**src/rtl/hls_deadlock_reporter_pkg.sv**
```systemverilog
// Shared deadlock-debug definitions: reporter FSM states and default sizing.
package hls_deadlock_reporter_pkg;

  typedef enum logic [1:0] {
    MONITOR = 2'd0,
    SUSPECT = 2'd1,
    REPORT  = 2'd2,
    HOLD    = 2'd3
  } dlk_state_e;

  localparam int DLK_THRESH_DEFAULT = 1024;
  localparam int DLK_TS_W_DEFAULT   = 32;
  localparam int DLK_PCNT_W         = 16;
  localparam int DLK_GLITCH_W       = 16;

endpackage

```
**src/rtl/hls_deadlock_reporter_sat_counter.sv**
```systemverilog
// Up-counter that sticks at all-ones; clr wins over inc.
module dlk_sat_counter #(
  parameter int WIDTH = 16
) (
  input  logic             clock,
  input  logic             reset,
  input  logic             inc,
  input  logic             clr,
  output logic [WIDTH-1:0] count
);

  logic [WIDTH-1:0] r_count;

  always_ff @(posedge clock) begin
    if (reset) begin
      r_count <= '0;
    end else if (clr) begin
      r_count <= '0;
    end else if (inc && (r_count != '1)) begin
      r_count <= r_count + WIDTH'(1);
    end
  end

  assign count = r_count;

endmodule

```
**src/rtl/hls_deadlock_reporter.sv**
```systemverilog
// Watches the dataflow deadlock monitor's block flag, declares deadlock after
// THRESH consecutive blocked cycles and offers one snapshot record to software.
module hls_deadlock_reporter
  import hls_deadlock_reporter_pkg::*;
#(
  parameter int NUM_PROC = 2,
  parameter int THRESH   = DLK_THRESH_DEFAULT,
  parameter int TS_W     = DLK_TS_W_DEFAULT
) (
  input  logic                    clock,
  input  logic                    reset,
  input  logic                    block,
  input  logic [NUM_PROC-1:0]     axis_block_sigs,
  input  logic [NUM_PROC-1:0]     inst_chan_block_sigs,
  input  logic [NUM_PROC-1:0]     inst_idle_sigs,
  input  logic                    clear,
  output logic                    deadlock,
  output logic                    rpt_valid,
  input  logic                    rpt_ready,
  output logic [NUM_PROC-1:0]     rpt_axis,
  output logic [NUM_PROC-1:0]     rpt_chan,
  output logic [NUM_PROC-1:0]     rpt_idle,
  output logic [TS_W-1:0]         rpt_cycle,
  output logic [DLK_GLITCH_W-1:0] glitch_cnt
);

  // pcnt counts blocked cycles already seen, so reaching THRESH-1 plus a
  // blocked cycle now is the THRESH-th one (in MONITOR pcnt is 0, covering THRESH=1).
  localparam logic [DLK_PCNT_W-1:0] PCNT_LAST = DLK_PCNT_W'(THRESH - 1);

  dlk_state_e              r_state;
  dlk_state_e              w_state_next;
  logic                    r_deadlock;
  logic                    r_rpt_valid;
  logic [NUM_PROC-1:0]     r_axis;
  logic [NUM_PROC-1:0]     r_chan;
  logic [NUM_PROC-1:0]     r_idle;
  logic [TS_W-1:0]         r_rpt_cycle;
  logic [TS_W-1:0]         w_cyc;
  logic [DLK_PCNT_W-1:0]   w_pcnt;
  logic                    w_pcnt_hit;
  logic                    w_snap_load;
  logic                    w_pcnt_inc;
  logic                    w_glitch_inc;

  assign w_pcnt_hit = (w_pcnt == PCNT_LAST);

  always_comb begin
    w_state_next = r_state;
    w_snap_load  = 1'b0;
    w_glitch_inc = 1'b0;
    if (clear) begin
      w_state_next = MONITOR;
    end else begin
      case (r_state)
        MONITOR: begin
          if (block) begin
            w_snap_load  = 1'b1;
            w_state_next = w_pcnt_hit ? REPORT : SUSPECT;
          end
        end
        SUSPECT: begin
          w_snap_load = 1'b1;
          if (!block) begin
            w_state_next = MONITOR;
            w_glitch_inc = 1'b1;
          end else if (w_pcnt_hit) begin
            w_state_next = REPORT;
          end
        end
        REPORT: begin
          if (rpt_ready) w_state_next = HOLD;
        end
        HOLD: begin
          w_state_next = HOLD;
        end
        default: w_state_next = MONITOR;
      endcase
    end
  end

  assign w_pcnt_inc = (w_state_next == SUSPECT);

  always_ff @(posedge clock) begin
    if (reset) begin
      r_state     <= MONITOR;
      r_deadlock  <= 1'b0;
      r_rpt_valid <= 1'b0;
      r_axis      <= '0;
      r_chan      <= '0;
      r_idle      <= '0;
      r_rpt_cycle <= '0;
    end else begin
      r_state     <= w_state_next;
      r_deadlock  <= (w_state_next == REPORT) || (w_state_next == HOLD);
      r_rpt_valid <= (w_state_next == REPORT);
      if (w_snap_load) begin
        r_axis      <= axis_block_sigs;
        r_chan      <= inst_chan_block_sigs;
        r_idle      <= inst_idle_sigs;
        r_rpt_cycle <= w_cyc;
      end
    end
  end

  dlk_sat_counter #(.WIDTH(TS_W)) u_cyc (
    .clock (clock),
    .reset (reset),
    .inc   (1'b1),
    .clr   (1'b0),
    .count (w_cyc)
  );

  dlk_sat_counter #(.WIDTH(DLK_PCNT_W)) u_pcnt (
    .clock (clock),
    .reset (reset),
    .inc   (w_pcnt_inc),
    .clr   (!w_pcnt_inc),
    .count (w_pcnt)
  );

  dlk_sat_counter #(.WIDTH(DLK_GLITCH_W)) u_glitch (
    .clock (clock),
    .reset (reset),
    .inc   (w_glitch_inc),
    .clr   (1'b0),
    .count (glitch_cnt)
  );

  assign deadlock  = r_deadlock;
  assign rpt_valid = r_rpt_valid;
  assign rpt_axis  = r_axis;
  assign rpt_chan  = r_chan;
  assign rpt_idle  = r_idle;
  assign rpt_cycle = r_rpt_cycle;

endmodule

```
**config.mk**
```make
export PLATFORM = sky130hd
export DESIGN_NAME = hls_deadlock_reporter
export DESIGN_NICKNAME = d
export VERILOG_FILES = /design/src/rtl/hls_deadlock_reporter_pkg.sv /design/src/rtl/hls_deadlock_reporter_sat_counter.sv /design/src/rtl/hls_deadlock_reporter.sv
export SDC_FILE = /design/constraint.sdc
export NUM_CORES = 1
export LEC_CHECK = 0
export ABC_AREA = 1
export BUFFER_PORTS_ARGS = -buffer_cell sky130_fd_sc_hd__clkbuf_2
export CAP_MARGIN = 10
export CORE_ASPECT_RATIO = 1.1
export CORE_UTILIZATION = 53
export CTS_CLUSTER_SIZE = 20
export DETAILED_ROUTE_END_ITERATION = 6
export PLACE_DENSITY_LB_ADDON = 0.12
export SLEW_MARGIN = 20
export SYNTH_ARGS = -nofsm -noshare
export SYNTH_HDL_FRONTEND = slang
export SYNTH_HIERARCHICAL = 1
export SYNTH_SLANG_ARGS = --single-unit
```
**constraint.sdc**
```tcl
create_clock -name clock -period 1.5 [get_ports clock]
set_input_delay 0.15 -clock clock [delete_from_list [all_inputs] [get_ports clock]]
set_output_delay 0.15 -clock clock [all_outputs]
set_load 0.01 [all_outputs]
```
==> run summary <==
The instance count after placement with tap cells included is 1159. Counting every instance in the synthesized netlist gives 879. The initial standard-cell utilization of the core is 55.2%. The number of distinct standard cells referenced by the synthesized netlist came out at 37. The total setup violations reported at the end of the flow is 50. The final reports fail on negative setup slack. The all-layer global routing usage is 28.2%. TritonCTS built the clock tree. The die footprint is 0.0114 mm². The HPWL reported at the end of detailed placement is 11200 µm. The final non-filler cell total came out at 1196. Data on the critical path is required at its endpoint by 1730 ps. The setup path with the least slack is of type register to register. The count of nets left with antenna violations once routing finished came out at 0. The worst hold path begins at inst_idle_sigs[0].

The peak ir drop on the vdd network is 0.000869 V. Once layout is done, the placed cells without fillers occupy 0.00799 mm². Of the cells placed in the final design, the portion with a size suffix greater than 1 is 37.9%. The area added between synthesis and finish is 37.5%. The run finished, with violations left. The routed via count divided by cell count came out at 5.29.

The number of warning messages in the yosys log is 6. The clock latency of the later-clocked register in the worst-skew pair came out at 350 ps. The areal power density over the cells came out at 704 mW/mm². On the final layout, the worst hold slack is 35.4 ps. The delay contributed by the slowest stage of the critical path is 370 ps. The average wire length per cell after detail routing is 14.0 µm. Grouping stages by cell kind, the critical path spends the most delay in simple AND/OR/NAND/NOR gates. The number of buffers inserted by hold repair at cts came out at 0.

The number of hold-slack violations in the final timing report was 0. The most used flip-flop cell after synthesis is sky130_fd_sc_hd__dfxtp_1. The I/O pin count is 67.

The final worst slack came out at -161 ps. The maximum number of pins on one net before global-route repair is 39. The number of clock sinks is 106. Averaged over all synthesized cells, the footprint is 6.61 µm².

The wire length of the first global-routing pass is 25600 µm. The die span in x came out at 102 µm. The initial antenna violation count is 0. The sum of buffers and inverters on the critical path came out at 1.

The area after detailed placement came out at 0.00690 mm². Setup repair after global routing could not meet its margin everywhere. Sequential elements use 36.5% of the synthesized area. The count of nets after finishing is 1062. The iteration-0 DRC count of the detailed router came out at 297.

Summed over all layers, the global routing overflow is 0. The final wirelength is 16700 µm. The register bit count reported by yosys is 106.

The origin of the critical flop-to-flop path is u_cyc/count[1]$_SDFFE_PP0P_. In the final layout, flip-flops and latches occupy 0.00217 mm². The peak fanout along the critical path is 7. The post-synthesis instance area is 0.00581 mm². The worst-path cell with the longest stage delay is sky130_fd_sc_hd__dfxtp_4. The core area is 0.0105 mm².

The leakage power came out at 3.39 nW. The number of global-route vias before repair is 5970. The floorplan has 39 rows. The worst setup path is launched from a register. The number of pins with negative max-slew slack in the final report came out at 0. The clock transition at the registers of the reported paths is 70 ps. The final critical delay including setup and external delays came out at 1660 ps. The number of H-tree branching levels is 3. The total via count after detailed routing came out at 6323. The total CTS buffers came out at 9. The final period utilization is 111%. After detailed routing, the number of remaining DRC violations is 0. The highest attainable clock frequency came out at 602 MHz. The class of the tightest hold or removal check is primary input to register. The placer congestion estimate is 0.905.

The port buffer count came out at 66. Across the routed clock network, the largest skew measured is 10.2 ps. Walking the worst path, the cells encountered are ha_4 -> nand2_4 -> nor2_4 -> nand2_4 -> nor2_4 -> nand3b_4 -> buf_12 -> a21oi_1 -> nor2_1. The tree is rooted in a sky130_fd_sc_hd__clkbuf_16. In this run the worst setup path begins at u_cyc/count[1]$_SDFFE_PP0P_. The first-pass detailed-route iteration total is 5. The die extent in y came out at 112 µm. The critical path capture point type is a register. The number of max-cap violations is 0. In this run, synthesis inferred 0 flip-flops with an integrated enable. The share of flip-flops with an asynchronous set or reset came out at 0%. The antenna diode instance count is 0. The maximum buffer depth of the clock tree is 2. STA puts the critical path data arrival time at 1890 ps. The multi-input gate area in the final layout came out at 0.00376 mm². The fill cell instance count of the final layout came out at 827.
==> power by group <==
part	leakage [nW]	switching (mW)	internal (mW)
Sequential	0.876	0.0385	2.88
Combinational	2.38	0.291	0.179
Clock	0.135	1.09	1.15
==> synthesized netlist by cell type, types with 6 or more instances <==
master | instances | area, µm²
sky130_fd_sc_hd__nor2_1 | 234 | 878
sky130_fd_sc_hd__nand2_1 | 192 | 721
sky130_fd_sc_hd__dfxtp_1 | 106 | 2120
sky130_fd_sc_hd__inv_1 | 73 | 274
sky130_fd_sc_hd__nand3_1 | 61 | 305
sky130_fd_sc_hd__o21ai_0 | 39 | 195
sky130_fd_sc_hd__a21oi_1 | 35 | 175
sky130_fd_sc_hd__nor2_2 | 18 | 113
sky130_fd_sc_hd__nand4_1 | 16 | 100
sky130_fd_sc_hd__nor2_4 | 15 | 169
sky130_fd_sc_hd__buf_6 | 14 | 158
sky130_fd_sc_hd__nand2_2 | 8 | 50.1
sky130_fd_sc_hd__nand2_4 | 7 | 78.8
sky130_fd_sc_hd__nor3_1 | 6 | 30.0
sky130_fd_sc_hd__o21ai_1 | 6 | 30.0
==> cells by family (layout without fill, tap and decap cells) <==
kind of cell               Yosys count  count (layout)  share of synthesized area (%)
buffers and inverters              101             270                           8.61
DFF                                106             106                           36.5
and+or+nand+nor                    578             580                           46.0
xor gates and xnor gates             2               2                          0.301
AOI/OAI and AO/OA                   87              87                           7.83
other                                2               5                          0.129
adders and majority gates            3               3                          0.646
==> cell type report <==
| class | count | share of cell area, % |
|---|---|---|
| multi-input cells | 677 | 47.1 |
| flip-flops and latches | 106 | 27.1 |
| clock inverters | 6 | 0.626 |
| clock buffers | 10 | 2.86 |
| well taps | 143 | 2.24 |
| inverters | 77 | 3.71 |
| repair buffers | 177 | 16.4 |
==> sequential cells by signal (all words and copies together) (netlist names) <==
name	cells
u_glitch/count	16
r_state	2
rpt_axis	2
rpt_cycle	32
rpt_idle	2
deadlock	1
rpt_chan	2
rpt_valid	1
u_cyc/count	32
u_pcnt/count	16
==> path summary, 6_finish.rpt <==
| check | end | depth (start not counted) | slack (ps) |
|---|---|---|---|
| min | rpt_idle[0]$_SDFFE_PP0P_ | 3 | 40 |
| max | u_cyc/count[28]$_SDFFE_PP0P_ | 9 | -160 |
| min reg2reg | rpt_axis[1]$_SDFFE_PP0P_ | 2 | 480 |
| max reg2reg | u_cyc/count[28]$_SDFFE_PP0P_ | 9 | -160 |
==> metal layers <==
layer	GRT usage [%]	up-vias	part of all wire [%]
li1	-	3126	-
met1	29.7	2940	37
met2	53.7	202	54
met3	4.33	55	4.0
met4	12.6	0	4.0
met5	0	-	0
==> worst reg2reg max path, cell delays in order, from the launching register on <==
cell                       delay (ps)
sky130_fd_sc_hd__dfxtp_4          370
sky130_fd_sc_hd__ha_4             180
sky130_fd_sc_hd__nand2_4           70
sky130_fd_sc_hd__nor2_4           130
sky130_fd_sc_hd__nand2_4           80
sky130_fd_sc_hd__nor2_4           130
sky130_fd_sc_hd__nand3b_4         150
sky130_fd_sc_hd__buf_12           190
sky130_fd_sc_hd__a21oi_1          190
sky130_fd_sc_hd__nor2_1            70
==> placed cells by master, fill, tap and decap left out, types with 2 or more instances in the layout <==
cell,instances
sky130_fd_sc_hd__nor2_4,26
sky130_fd_sc_hd__and2_1,2
sky130_fd_sc_hd__dfxtp_1,77
sky130_fd_sc_hd__nand3b_1,5
sky130_fd_sc_hd__dfxtp_2,26
sky130_fd_sc_hd__nand2_2,24
sky130_fd_sc_hd__inv_1,69
sky130_fd_sc_hd__conb_1,5
sky130_fd_sc_hd__buf_12,5
sky130_fd_sc_hd__o21ai_0,36
sky130_fd_sc_hd__nand2_8,2
sky130_fd_sc_hd__nand2_1,172
sky130_fd_sc_hd__nand4_4,3
sky130_fd_sc_hd__nor2_8,2
sky130_fd_sc_hd__nand3_4,3
sky130_fd_sc_hd__nor3_1,3
sky130_fd_sc_hd__and3_2,2
sky130_fd_sc_hd__nor2_2,42
sky130_fd_sc_hd__dfxtp_4,3
sky130_fd_sc_hd__a21oi_2,18
sky130_fd_sc_hd__o21ai_1,8
sky130_fd_sc_hd__a21oi_4,2
sky130_fd_sc_hd__nand3_2,22
sky130_fd_sc_hd__clkbuf_2,66
sky130_fd_sc_hd__a31oi_4,3
sky130_fd_sc_hd__nand4_1,16
sky130_fd_sc_hd__inv_4,3
sky130_fd_sc_hd__nand3_1,40
sky130_fd_sc_hd__nor2_1,199
sky130_fd_sc_hd__a21oi_1,17
sky130_fd_sc_hd__clkinv_4,2
sky130_fd_sc_hd__nor3_2,2
sky130_fd_sc_hd__buf_6,11
sky130_fd_sc_hd__nand2_4,10
sky130_fd_sc_hd__clkbuf_16,11
sky130_fd_sc_hd__buf_4,92
sky130_fd_sc_hd__inv_2,5
==> per-stage QoR <==
stage / util, % / TNS, ps / total power, mW / setup slack [ps]
6_report: 75.8 / -3550 / 5.63 / -161
4_1_cts: 70.1 / -1010 / 5.64 / -101
3_5_place_dp: 65.4 / -1910 / 3.41 / -151
3_3_place_gp: 65.4 / -701 / 3.39 / -87.8
5_1_grt: 75.8 / -9180 / 5.87 / -280
2_1_floorplan: - / -13.4 / 3.27 / -13.4
==> what timing repair did <==
item,in CTS,in global routing
buffers inserted,5,11
endpoints found under the setup margin,49,96
cloned,1,4
pin swaps,20,48
resized for setup,47,117
Power figures use the tool's default switching activity.
